==> src/rtl/cache_mem_arbiter_pkg.sv <==
// Shared types and constants for the instruction/data memory arbiter.
// Owner encoding also serves as the round-robin history value.
package kianv_arb_pkg;

    typedef enum logic [1:0] {
        IDLE,
        BUSY_I,
        BUSY_D,
        RESP
    } arb_state_t;

    typedef enum logic {
        OWN_I,
        OWN_D
    } owner_t;

    localparam logic [31:0] ERR_DATA_DEFAULT = 32'hFFFF_FFFF;
    localparam int unsigned WAIT_CNT_W       = 16;

endpackage

==> src/rtl/cache_mem_arbiter_if.sv <==
// Bus bundle between the two requesters, the arbiter and downstream memory.
// slave is the arbiter's view; master is the requester/memory environment.
interface cache_mem_arbiter_if;

    logic [31:0] i_addr_i;
    logic        i_valid_i;
    logic [31:0] i_dout_o;
    logic        i_ready_o;

    logic [31:0] d_addr_i;
    logic [31:0] d_din_i;
    logic [3:0]  d_wmask_i;
    logic        d_valid_i;
    logic [31:0] d_dout_o;
    logic        d_ready_o;

    logic [31:0] mem_addr_o;
    logic [31:0] mem_din_o;
    logic [3:0]  mem_wmask_o;
    logic        mem_valid_o;
    logic [31:0] mem_dout_i;
    logic        mem_ready_i;

    logic        err_o;

    modport slave (
        input  i_addr_i, i_valid_i,
        input  d_addr_i, d_din_i, d_wmask_i, d_valid_i,
        input  mem_dout_i, mem_ready_i,
        output i_dout_o, i_ready_o,
        output d_dout_o, d_ready_o,
        output mem_addr_o, mem_din_o, mem_wmask_o, mem_valid_o,
        output err_o
    );

    modport master (
        output i_addr_i, i_valid_i,
        output d_addr_i, d_din_i, d_wmask_i, d_valid_i,
        output mem_dout_i, mem_ready_i,
        input  i_dout_o, i_ready_o,
        input  d_dout_o, d_ready_o,
        input  mem_addr_o, mem_din_o, mem_wmask_o, mem_valid_o,
        input  err_o
    );

endinterface

==> src/rtl/cache_mem_arbiter_wait_counter.sv <==
// Saturating wait-cycle counter; hit flags that LIMIT wait cycles have elapsed.
// LIMIT of 0 keeps hit low permanently.
module arb_wait_counter
    import kianv_arb_pkg::*;
#(
    parameter int unsigned LIMIT = 1024
) (
    input  logic clk,
    input  logic resetn,
    input  logic clr,
    input  logic en,
    output logic hit
);

    logic [WAIT_CNT_W-1:0] count;

    always_ff @(posedge clk or negedge resetn) begin
        if (!resetn) begin
            count <= '0;
        end else if (clr) begin
            count <= '0;
        end else if (en && (count != '1)) begin
            count <= count + 1'b1;
        end
    end

    assign hit = (LIMIT != 0) && (32'(count) == LIMIT);

endmodule

==> src/rtl/cache_mem_arbiter.sv <==
// Round-robin arbiter sharing one memory port between instruction fetch and data.
// Single outstanding access; aborts with ERR_DATA after TIMEOUT_CYCLES wait cycles.
module cache_mem_arbiter
    import kianv_arb_pkg::*;
#(
    parameter int unsigned TIMEOUT_CYCLES = 1024,
    parameter logic [31:0] ERR_DATA       = ERR_DATA_DEFAULT
) (
    input  logic                clk,
    input  logic                resetn,
    cache_mem_arbiter_if.slave  bus
);

    arb_state_t  state, state_nx;
    owner_t      owner, last_grant;
    logic        grant_i, grant_d;
    logic        busy, hit, err_q;
    logic        resp_i, resp_d;
    logic [31:0] i_dout_q, d_dout_q;
    logic [31:0] mem_addr_q, mem_din_q;
    logic [3:0]  mem_wmask_q;

    assign busy = (state == BUSY_I) || (state == BUSY_D);

    arb_wait_counter #(
        .LIMIT (TIMEOUT_CYCLES)
    ) u_wait_counter (
        .clk    (clk),
        .resetn (resetn),
        .clr    (grant_i || grant_d),
        .en     (busy && !bus.mem_ready_i),
        .hit    (hit)
    );

    always_ff @(posedge clk or negedge resetn) begin
        if (!resetn) begin
            state <= IDLE;
        end else begin
            state <= state_nx;
        end
    end

    // Ties go to whichever requester did not win the previous grant.
    always_comb begin
        state_nx = state;
        grant_i  = 1'b0;
        grant_d  = 1'b0;
        case (state)
            IDLE: begin
                if (bus.i_valid_i && (!bus.d_valid_i || (last_grant == OWN_D))) begin
                    grant_i  = 1'b1;
                    state_nx = BUSY_I;
                end else if (bus.d_valid_i) begin
                    grant_d  = 1'b1;
                    state_nx = BUSY_D;
                end
            end
            BUSY_I, BUSY_D: begin
                if (bus.mem_ready_i || hit) begin
                    state_nx = RESP;
                end
            end
            RESP:    state_nx = IDLE;
            default: state_nx = IDLE;
        endcase
    end

    always_ff @(posedge clk or negedge resetn) begin
        if (!resetn) begin
            mem_addr_q  <= '0;
            mem_din_q   <= '0;
            mem_wmask_q <= '0;
            owner       <= OWN_I;
            last_grant  <= OWN_D;
            err_q       <= 1'b0;
            i_dout_q    <= '0;
            d_dout_q    <= '0;
        end else if (grant_i) begin
            mem_addr_q  <= bus.i_addr_i;
            mem_din_q   <= '0;
            mem_wmask_q <= '0;
            owner       <= OWN_I;
            last_grant  <= OWN_I;
            err_q       <= 1'b0;
        end else if (grant_d) begin
            mem_addr_q  <= bus.d_addr_i;
            mem_din_q   <= bus.d_din_i;
            mem_wmask_q <= bus.d_wmask_i;
            owner       <= OWN_D;
            last_grant  <= OWN_D;
            err_q       <= 1'b0;
        end else if (busy) begin
            // A completion in the same cycle as the timeout is treated as normal.
            if (bus.mem_ready_i) begin
                err_q <= 1'b0;
                if (owner == OWN_I) i_dout_q <= bus.mem_dout_i;
                else                d_dout_q <= bus.mem_dout_i;
            end else if (hit) begin
                err_q <= 1'b1;
                if (owner == OWN_I) i_dout_q <= ERR_DATA;
                else                d_dout_q <= ERR_DATA;
            end
        end
    end

    always_comb begin
        resp_i          = (state == RESP) && (owner == OWN_I);
        resp_d          = (state == RESP) && (owner == OWN_D);
        bus.i_ready_o   = resp_i;
        bus.d_ready_o   = resp_d;
        bus.i_dout_o    = resp_i ? i_dout_q : '0;
        bus.d_dout_o    = resp_d ? d_dout_q : '0;
        bus.err_o       = (state == RESP) && err_q;
        bus.mem_valid_o = busy;
        bus.mem_addr_o  = mem_addr_q;
        bus.mem_din_o   = mem_din_q;
        bus.mem_wmask_o = mem_wmask_q;
    end

endmodule

==> src/flat_wrapper.sv <==
// flat-port wrapper written by rule: the top's interface ports become plain ports
module cache_mem_arbiter_flat import kianv_arb_pkg::*;
#(
    parameter int unsigned TIMEOUT_CYCLES = 1024,
    parameter logic [31:0] ERR_DATA       = ERR_DATA_DEFAULT
)
  (clk, resetn, bus_i_addr_i, bus_i_valid_i, bus_d_addr_i, bus_d_din_i, bus_d_wmask_i, bus_d_valid_i, bus_mem_dout_i, bus_mem_ready_i, bus_i_dout_o, bus_i_ready_o, bus_d_dout_o, bus_d_ready_o, bus_mem_addr_o, bus_mem_din_o, bus_mem_wmask_o, bus_mem_valid_o, bus_err_o);
  cache_mem_arbiter_if bus_i ();
  input  logic clk;
  input  logic resetn;
  input wire logic [$bits(bus_i.i_addr_i)-1:0] bus_i_addr_i;
  input wire logic [$bits(bus_i.i_valid_i)-1:0] bus_i_valid_i;
  input wire logic [$bits(bus_i.d_addr_i)-1:0] bus_d_addr_i;
  input wire logic [$bits(bus_i.d_din_i)-1:0] bus_d_din_i;
  input wire logic [$bits(bus_i.d_wmask_i)-1:0] bus_d_wmask_i;
  input wire logic [$bits(bus_i.d_valid_i)-1:0] bus_d_valid_i;
  input wire logic [$bits(bus_i.mem_dout_i)-1:0] bus_mem_dout_i;
  input wire logic [$bits(bus_i.mem_ready_i)-1:0] bus_mem_ready_i;
  output wire logic [$bits(bus_i.i_dout_o)-1:0] bus_i_dout_o;
  output wire logic [$bits(bus_i.i_ready_o)-1:0] bus_i_ready_o;
  output wire logic [$bits(bus_i.d_dout_o)-1:0] bus_d_dout_o;
  output wire logic [$bits(bus_i.d_ready_o)-1:0] bus_d_ready_o;
  output wire logic [$bits(bus_i.mem_addr_o)-1:0] bus_mem_addr_o;
  output wire logic [$bits(bus_i.mem_din_o)-1:0] bus_mem_din_o;
  output wire logic [$bits(bus_i.mem_wmask_o)-1:0] bus_mem_wmask_o;
  output wire logic [$bits(bus_i.mem_valid_o)-1:0] bus_mem_valid_o;
  output wire logic [$bits(bus_i.err_o)-1:0] bus_err_o;
  assign bus_i.i_addr_i = bus_i_addr_i;
  assign bus_i.i_valid_i = bus_i_valid_i;
  assign bus_i.d_addr_i = bus_d_addr_i;
  assign bus_i.d_din_i = bus_d_din_i;
  assign bus_i.d_wmask_i = bus_d_wmask_i;
  assign bus_i.d_valid_i = bus_d_valid_i;
  assign bus_i.mem_dout_i = bus_mem_dout_i;
  assign bus_i.mem_ready_i = bus_mem_ready_i;
  assign bus_i_dout_o = bus_i.i_dout_o;
  assign bus_i_ready_o = bus_i.i_ready_o;
  assign bus_d_dout_o = bus_i.d_dout_o;
  assign bus_d_ready_o = bus_i.d_ready_o;
  assign bus_mem_addr_o = bus_i.mem_addr_o;
  assign bus_mem_din_o = bus_i.mem_din_o;
  assign bus_mem_wmask_o = bus_i.mem_wmask_o;
  assign bus_mem_valid_o = bus_i.mem_valid_o;
  assign bus_err_o = bus_i.err_o;
  cache_mem_arbiter #(.TIMEOUT_CYCLES(TIMEOUT_CYCLES), .ERR_DATA(ERR_DATA)) u_core (.clk(clk), .resetn(resetn), .bus(bus_i));
endmodule
==> config.mk <==
export PLATFORM = sky130hd
export DESIGN_NAME = cache_mem_arbiter_flat
export DESIGN_NICKNAME = d
export VERILOG_FILES = /design/src/rtl/cache_mem_arbiter_pkg.sv /design/src/rtl/cache_mem_arbiter_if.sv /design/src/rtl/cache_mem_arbiter_wait_counter.sv /design/src/rtl/cache_mem_arbiter.sv /design/src/flat_wrapper.sv
export SDC_FILE = /design/constraint.sdc
export NUM_CORES = 1
export LEC_CHECK = 0
export ABC_AREA = 1
export ABC_CLOCK_PERIOD_IN_PS = 2000
export BUFFER_PORTS_ARGS = -buffer_cell sky130_fd_sc_hd__buf_2
export CAP_MARGIN = 20
export CORE_MARGIN = 8
export CORE_UTILIZATION = 39
export CTS_CLUSTER_SIZE = 12
export DETAILED_ROUTE_END_ITERATION = 10
export HOLD_SLACK_MARGIN = 0.03
export PLACE_DENSITY_LB_ADDON = 0.25
export SLEW_MARGIN = 25
export SYNTH_ARGS = -nofsm -noshare
export SYNTH_HDL_FRONTEND = slang
export SYNTH_SLANG_ARGS = --single-unit
==> constraint.sdc <==
create_clock -name clk -period 2 [get_ports clk]
set_input_delay 0.3 -clock clk [delete_from_list [all_inputs] [get_ports clk]]
set_output_delay 0.3 -clock clk [all_outputs]
set_load 0.05 [all_outputs]
After elaboration in Yosys (flattened, before gate mapping)

Cells that the tools add are included.

Bits in read-only memories: 0
Output and inout port bits: 136
RAM bits: 0
Memories: 0
Word-level logic and storage cells: 78
Latch bits: 0
Register bits after elaboration: 153

$lt $le $gt $ge: 0
Add/sub/neg operators: 1
Multipliers: 0
Multiplexer cells: 34
Shift-type cells: 0
Equal/unequal tests: 7
Divide/modulo/power cells: 0
Reduce and logical (&&, ||, !) cells: 23
Bitwise gates (word level): 3

Operators with widths:

| operator                | count |
|---|---|
| $mux W32                | 14 |
| $mux W16                | 2 |
| $add A16 B1 Y16 const B | 1 |
| $eq A16 B11 Y1 const B  | 1 |
| $ne A16 B16 Y1 const B  | 1 |
| $mux W1                 | 12 |
| $reduce_and A5 Y1       | 2 |
| $mux W4                 | 2 |
| $logic_and A1 B1 Y1     | 6 |
| $mux W2                 | 3 |
| $pmux W2 S3             | 1 |
| $reduce_bool A2 Y1      | 3 |
| $eq A2 B2 Y1 const B    | 2 |
| $logic_or A1 B1 Y1      | 4 |
| $reduce_and A2 Y1       | 2 |
| $reduce_bool A4 Y1      | 1 |
| $ne A3 B2 Y1 const B    | 1 |
| $not A1 Y1              | 3 |
| $reduce_bool A3 Y1      | 1 |
| $eq A2 B1 Y1 const B    | 1 |
| $logic_not A1 Y1        | 2 |
| $logic_not A2 Y1        | 1 |
| $ne A2 B1 Y1 const B    | 1 |
| $reduce_or A2 Y1        | 1 |

Depth between registers and ports, before layout

Depth in word-level cells: 7
Gate-level depth with buffers: 11
Depth with buffers taken out: 9

Modules after synthesis

A second synthesis with hierarchy kept.

Cells, all modules: 1121
Area, all modules: 8064.0 sq um

By module, submodules not included:

| module            | instances | cells each | area an instance (sq um) | seq. area each (sq um) |
|---|---|---|---|---|
| cache_mem_arbiter | 1         | 965        | 6998.0                   | 3429.5 |
| arb_wait_counter  | 1         | 156        | 1066.0                   | 400.4 |

Least setup slack after synthesis

No wires, ideal clock.

Path kind: reg-to-reg
Start point: register u_core.state[0]
End point: register u_core.u_wait_counter.count[9]
Period minus slack after synthesis: 2.024 ns
Path buffers: 2
Data arrival time: 1.905 ns
Slack: -0.024 ns
Required time: 1.881 ns
Stages on the path, launching flop included: 12
Cells stage by stage: dfrtp_1 inv_1 ha_1 buf_2 inv_1 nor2_2 inv_1 nor2_4 nor2_8 buf_8 nand2_1 nand2_1

Longest elaborated chain between the ends: 5

RTL lines:

| item                                         | RTL line                             | RTL |
|---|---|---|
| start: declaration                           | cache_mem_arbiter.sv:14              | `arb_state_t state, state_nx;` |
| start signal: assignment                     | cache_mem_arbiter.sv:39              | `state <= state_nx;` |
| $eq A2 B1 Y1 or $eq A2 B2 Y1 (tied branches) | cache_mem_arbiter.sv:23              | `assign busy = (state == BUSY_I) \|\| (state == BUSY_D);` |
| $logic_or A1 B1 Y1 (*)                       | cache_mem_arbiter.sv:23              |  |
| net bus_mem_valid_o                          | flat_wrapper.sv:26                   | `output wire logic [$bits(bus_i.mem_valid_o)-1:0] bus_mem_valid_o;` |
| $logic_and A1 B1 Y1 (*)                      | cache_mem_arbiter.sv:31              | `.en (busy && !bus.mem_ready_i),` |
| $logic_and A1 B1 Y1 (*)                      | cache_mem_arbiter_wait_counter.sv:22 | `end else if (en && (count != '1)) begin` |
| $reduce_bool A2 Y1 (no line) (*)             | --                                   |  |
| end signal: assignment                       | cache_mem_arbiter_wait_counter.sv:23 | `count <= count + 1'b1;` |
| end: declaration                             | cache_mem_arbiter_wait_counter.sv:15 | `logic [WAIT_CNT_W-1:0] count;` |

The timed path passes the listed nets; every way through them passes the cells marked *.
A chain may end at the register's enable or synchronous reset.

Final worst setup path

Start point: register u_core.state[1]
End point: output bus_d_dout_o[7]

Longest elaborated chain between the ends: 3

RTL lines:

| item                | RTL line                 | RTL |
|---|---|---|
| $eq A2 B2 Y1        | cache_mem_arbiter.sv:108 | `resp_d = (state == RESP) && (owner == OWN_D);` |
| $logic_and A1 B1 Y1 | cache_mem_arbiter.sv:108 |  |
| $mux W32            | cache_mem_arbiter.sv:112 | `bus.d_dout_o = resp_d ? d_dout_q : '0;` |
| end: declaration    | flat_wrapper.sv:21       | `output wire logic [$bits(bus_i.d_dout_o)-1:0] bus_d_dout_o;` |

No other way between the ends.

==> Flow_metrics.wiki <==
{| class="wikitable"
! Metric !! Value
|-
| Total clock buffers created by CTS || 17
|-
| Area overhead of the layout relative to synthesis || 33.2%
|-
| Post-synth cell types || 28
|-
| Final hold slack || roughly 0.093 ns
|-
| Layout Cell Area excl Fill || ~10000 um^2
|-
| Number of I/O port buffers || approximately 270
|-
| Net count after synthesis || around 1200
|-
| Final total negative setup slack || 0 ns
|-
| Post-synthesis instance area || 7740 um^2
|-
| Multi-input combinational cell area || 3220 um^2
|-
| Most area-consuming cells after synthesis || sky130_fd_sc_hd__dfrtp_1, sky130_fd_sc_hd__nand2_1, sky130_fd_sc_hd__nand4_1
|-
| Worst-case clock buffer depth || 2
|-
| Routed length per placed instance || 15.2 um
|-
| Dominant register cell in the synthesized netlist || sky130_fd_sc_hd__dfrtp_1
|-
| Final weighted congestion of routability-driven global placement || between 0.8 and 0.9
|-
| Count of routing violations after the opening detailed-route iteration || roughly 440
|-
| Overflow left after global routing || 0
|-
| Final setup violation count || 0
|-
| Maximum number of pins on one net before global-route repair || 52
|-
| Share of synthesized cell area in full adder, half adder and majority cells || 0.647%
|-
| Complex-gate fraction of the synthesized area || ~4.9%
|-
| Fraction of layout instances using a drive strength above 1 || 31.5%
|-
| Internal power summed over all cells || ~0.0085 W
|-
| Startpoint of the worst-slack reg-to-reg timing path || u_core.state[1]$_DFFE_PN0P_
|-
| Worst hold path cell count || 3
|-
| Die height || 157 um
|-
| Number of H-tree branching levels || 4
|-
| First drt pass iteration count || 5
|-
| Final Net Count || 1412
|-
| First-pass GRT wire length || about 38 mm
|-
| Timing startpoint of the critical path || u_core.state[1]$_DFFE_PN0P_
|-
| Routed vias/inst || a little under 5
|-
| FMAX || 513 MHz
|-
| Dominant combinational cell family by area after synthesis || simple AND/OR/NAND/NOR gates
|-
| Multiplexer share of the synthesized area || 0%
|-
| Max-slew violations || 0
|-
| P_leak || around 5.7 nW
|-
| Number of sinks on the clock net || approximately 150
|-
| Type of the most critical hold path || input port to flip-flop
|-
| Instance area at placement || approximately 9400 um^2
|-
| Cell taking the most area after synthesis || sky130_fd_sc_hd__dfrtp_1
|-
| Clock Latency Late Sink || around 0.42 ns
|-
| Endpoint of the worst-slack reg-to-reg timing path || u_core.u_wait_counter.count[9]$_DFFE_PN0P_
|-
| Sw Share || between 50% and 60%
|-
| Count of warnings emitted by yosys || 0
|-
| Path depth of the worst reg2reg path || 9
|-
| Result of the run || completed
|-
| Tightest slew margin relative to the limit || ~66%
|-
| Flop-to-flop setup slack || between 0.15 and 0.2 ns
|-
| Setup repair after global routing missed its margin || true
|-
| Total count of hold-check failures in the final report || 0
|-
| Number of register bits inferred by synthesis || 153
|-
| Initial Utilization || approximately two fifths
|-
| Share of the synthesized area in the top cell type || 49.2%
|-
| MaxCap Viol Count || 0
|-
| Register Area || ~3800 um^2
|-
| Via count || between 7000 and 8000
|-
| Sequential share of the synthesized area || 49.5%
|-
| Number of primary I/O pins || about 270
|-
| Total global-route track usage || roughly a fifth
|-
| Antenna diode instance count || 0
|-
| Post-Syn Instances || 1015
|-
| Required time of the critical path || between 1.5 and 2 ns
|-
| Commonest cells in the netlist || sky130_fd_sc_hd__nand2_1, sky130_fd_sc_hd__dfrtp_1, sky130_fd_sc_hd__nor2_1, sky130_fd_sc_hd__inv_1, sky130_fd_sc_hd__nand4_1
|-
| Area share of xor/xnor cells in the synthesized design || 0.340%
|-
| Clock tree from TritonCTS || yes
|-
| Number of global-route vias before repair || between 7000 and 8000
|-
| FFs w/ async S/R, synth || 100%
|-
| Number of remaining DRC errors || 0
|-
| Horiz. Die Dim || 157 um
|-
| Most frequent cell after synthesis || sky130_fd_sc_hd__nand2_1
|-
| Combinational share of power || a little over half
|-
| Worst setup path end || bus_d_dout_o[7]
|-
| Root buffer selected by CTS || sky130_fd_sc_hd__clkbuf_16
|-
| Total Wirelength || roughly 23 mm
|-
| Category of the worst setup path capture point || primary output
|-
| Startpoint type of the worst setup path || flip-flop
|-
| CP Class || flip-flop to primary output
|-
| Basic-gate share of the synthesized area counting and, or, nand and nor cells || between 30% and 40%
|-
| Clock transition at the registers of the reported paths || approximately 0.070 ns
|-
| Core Region || roughly 19000 um^2
|-
| Crit share post-route || a little under 100%
|-
| Power density over cell area || 1680 nW/um^2
|-
| Measured slew at the worst slew-check pin || slightly above 0.5 ns
|-
| Half-perimeter wire length after detailed placement || approximately 17 mm
|-
| Switching power total || 0.00883 W
|-
| Standard-cell row count || 51
|-
| Antenna violations before repair || 1
|-
| Slack of the critical path || 0.0497 ns
|-
| Die area || about 25000 um^2
|-
| Avg Inst Size Synth || ~7.6 um^2
|-
| Count of nets left with antenna violations after detail routing || 0
|-
| Data arrival at the endpoint of the critical path || approximately 1.7 ns
|-
| Number of synthesized flops with an enable pin || 0
|-
| Max Clock Skew || about 0.0095 ns
|-
| Pre-CTS setup slack || between 0.2 and 0.25 ns
|-
| Post-route minimum period || just under 2 ns
|-
| Flop pwr share || a little under a third
|-
| Fill count || approximately 1900
|-
| Maximum vdd drop || slightly above 0.9 mV
|-
| Relative contribution of the clock network to total power || 18.0%
|-
| CP max FO || 33
|}
==> metrics by stage <==
step	std cells	power, W	utilization, %
6_report	1549	0.0174	52.9
5_1_grt	1549	0.0186	52.9
4_1_cts	1547	0.0173	51.9
3_5_place_dp	1514	0.0140	48.3
3_3_place_gp	1514	0.0139	48.3
2_1_floorplan	1015	0.0117	-
==> critical path, cell delays in order (launching register included) <==
cell and delay [ns]:
sky130_fd_sc_hd__dfrtp_1 0.37, sky130_fd_sc_hd__ha_2 0.21, sky130_fd_sc_hd__nand2_1 0.09, sky130_fd_sc_hd__buf_12 0.19, sky130_fd_sc_hd__nor2_1 0.13, sky130_fd_sc_hd__buf_4 0.23
==> cells in the final DEF, fill, tap and decap left out, types with 2 or more instances in the layout <==
cell / count
sky130_fd_sc_hd__a21oi_1: 10
sky130_fd_sc_hd__buf_12: 7
sky130_fd_sc_hd__buf_2: 206
sky130_fd_sc_hd__buf_4: 61
sky130_fd_sc_hd__buf_6: 27
sky130_fd_sc_hd__clkbuf_16: 17
sky130_fd_sc_hd__clkinv_4: 2
sky130_fd_sc_hd__clkinv_8: 2
sky130_fd_sc_hd__dfrtp_1: 152
sky130_fd_sc_hd__ha_1: 2
sky130_fd_sc_hd__ha_2: 2
sky130_fd_sc_hd__inv_1: 103
sky130_fd_sc_hd__inv_2: 3
sky130_fd_sc_hd__inv_6: 4
sky130_fd_sc_hd__inv_8: 5
sky130_fd_sc_hd__nand2_1: 314
sky130_fd_sc_hd__nand2_2: 5
sky130_fd_sc_hd__nand3_1: 55
sky130_fd_sc_hd__nand3_2: 2
sky130_fd_sc_hd__nand3b_1: 2
sky130_fd_sc_hd__nand4_1: 79
sky130_fd_sc_hd__nor2_1: 97
sky130_fd_sc_hd__nor2_2: 19
sky130_fd_sc_hd__nor2_4: 2
sky130_fd_sc_hd__o21ai_0: 31
sky130_fd_sc_hd__o21ai_1: 29
sky130_fd_sc_hd__or2_2: 35
sky130_fd_sc_hd__xor2_1: 3
==> routing by layer <==
layer | share of wire [%] | vias up | global-route usage, %
li1 | - | 3720 | -
met1 | 43 | 3425 | 24.2
met2 | 47 | 269 | 30.2
met3 | 8.7 | 23 | 5.87
met4 | 1.3 | 2 | 6.27
met5 | 0.055 | - | 0
==> power by group through the flow <==
stage          logic [W]  clock network [W]  registers [W]
5_1_grt          0.00985            0.00334        0.00537
6_report         0.00903            0.00313        0.00520
2_1_floorplan    0.00445                  0        0.00725
3_3_place_gp     0.00871                  0        0.00521
4_1_cts          0.00893            0.00320        0.00520
3_5_place_dp     0.00883                  0        0.00522
==> worst min-delay path by stage <==
stage                                from                               endpoint  slack (ns)
after floorplan                    resetn   u_core.bus.mem_addr_o[0]$_DFFE_PN0P_       0.004
after global placement             resetn  u_core.bus.mem_addr_o[22]$_DFFE_PN0P_        0.20
after detailed placement           resetn  u_core.bus.mem_addr_o[22]$_DFFE_PN0P_        0.20
after CTS                 bus_i_addr_i[2]   u_core.bus.mem_addr_o[2]$_DFFE_PN0P_        0.07
after global routing      bus_i_addr_i[3]   u_core.bus.mem_addr_o[3]$_DFFE_PN0P_        0.09
final                     bus_i_addr_i[2]   u_core.bus.mem_addr_o[2]$_DFFE_PN0P_        0.09
==> flip-flops by register name, summed over array words and instances, names as in the netlist <==
register,cells
u_core.bus.mem_wmask_o,4
u_core.err_q,1
u_core.owner,1
u_core.state,2
u_core.last_grant,1
u_core.i_dout_q,32
u_core.bus.mem_addr_o,32
u_core.u_wait_counter.count,16
u_core.d_dout_q,32
u_core.bus.mem_din_o,32
==> cell type report <==
class	count	share of cell area, %
Clock buffer	17	4.13
Inverter	106	3.86
Timing Repair Buffer	302	18.9
Clock inverter	15	1.49
Tap cell	265	3.22
Sequential cell	153	37.2
Multi-Input combinational cell	691	31.3
==> cell families after synthesis <==
group | Yosys count
flip-flops | 153
adder cells (fa/ha/maj) | 4
buffers and inverters | 171
AND/OR/NAND/NOR | 611
AO/OA/AOI/OAI | 73
XOR/XNOR | 3
==> repair_timing <==
action | CTS | global route
hold buffers | 1 | 0
setup buffers | 0 | 2
hold endpoints to repair | 27 | 0
setup endpoints to repair | 42 | 83
resized for setup | 43 | 86
(Power assumes the default switching activity.)
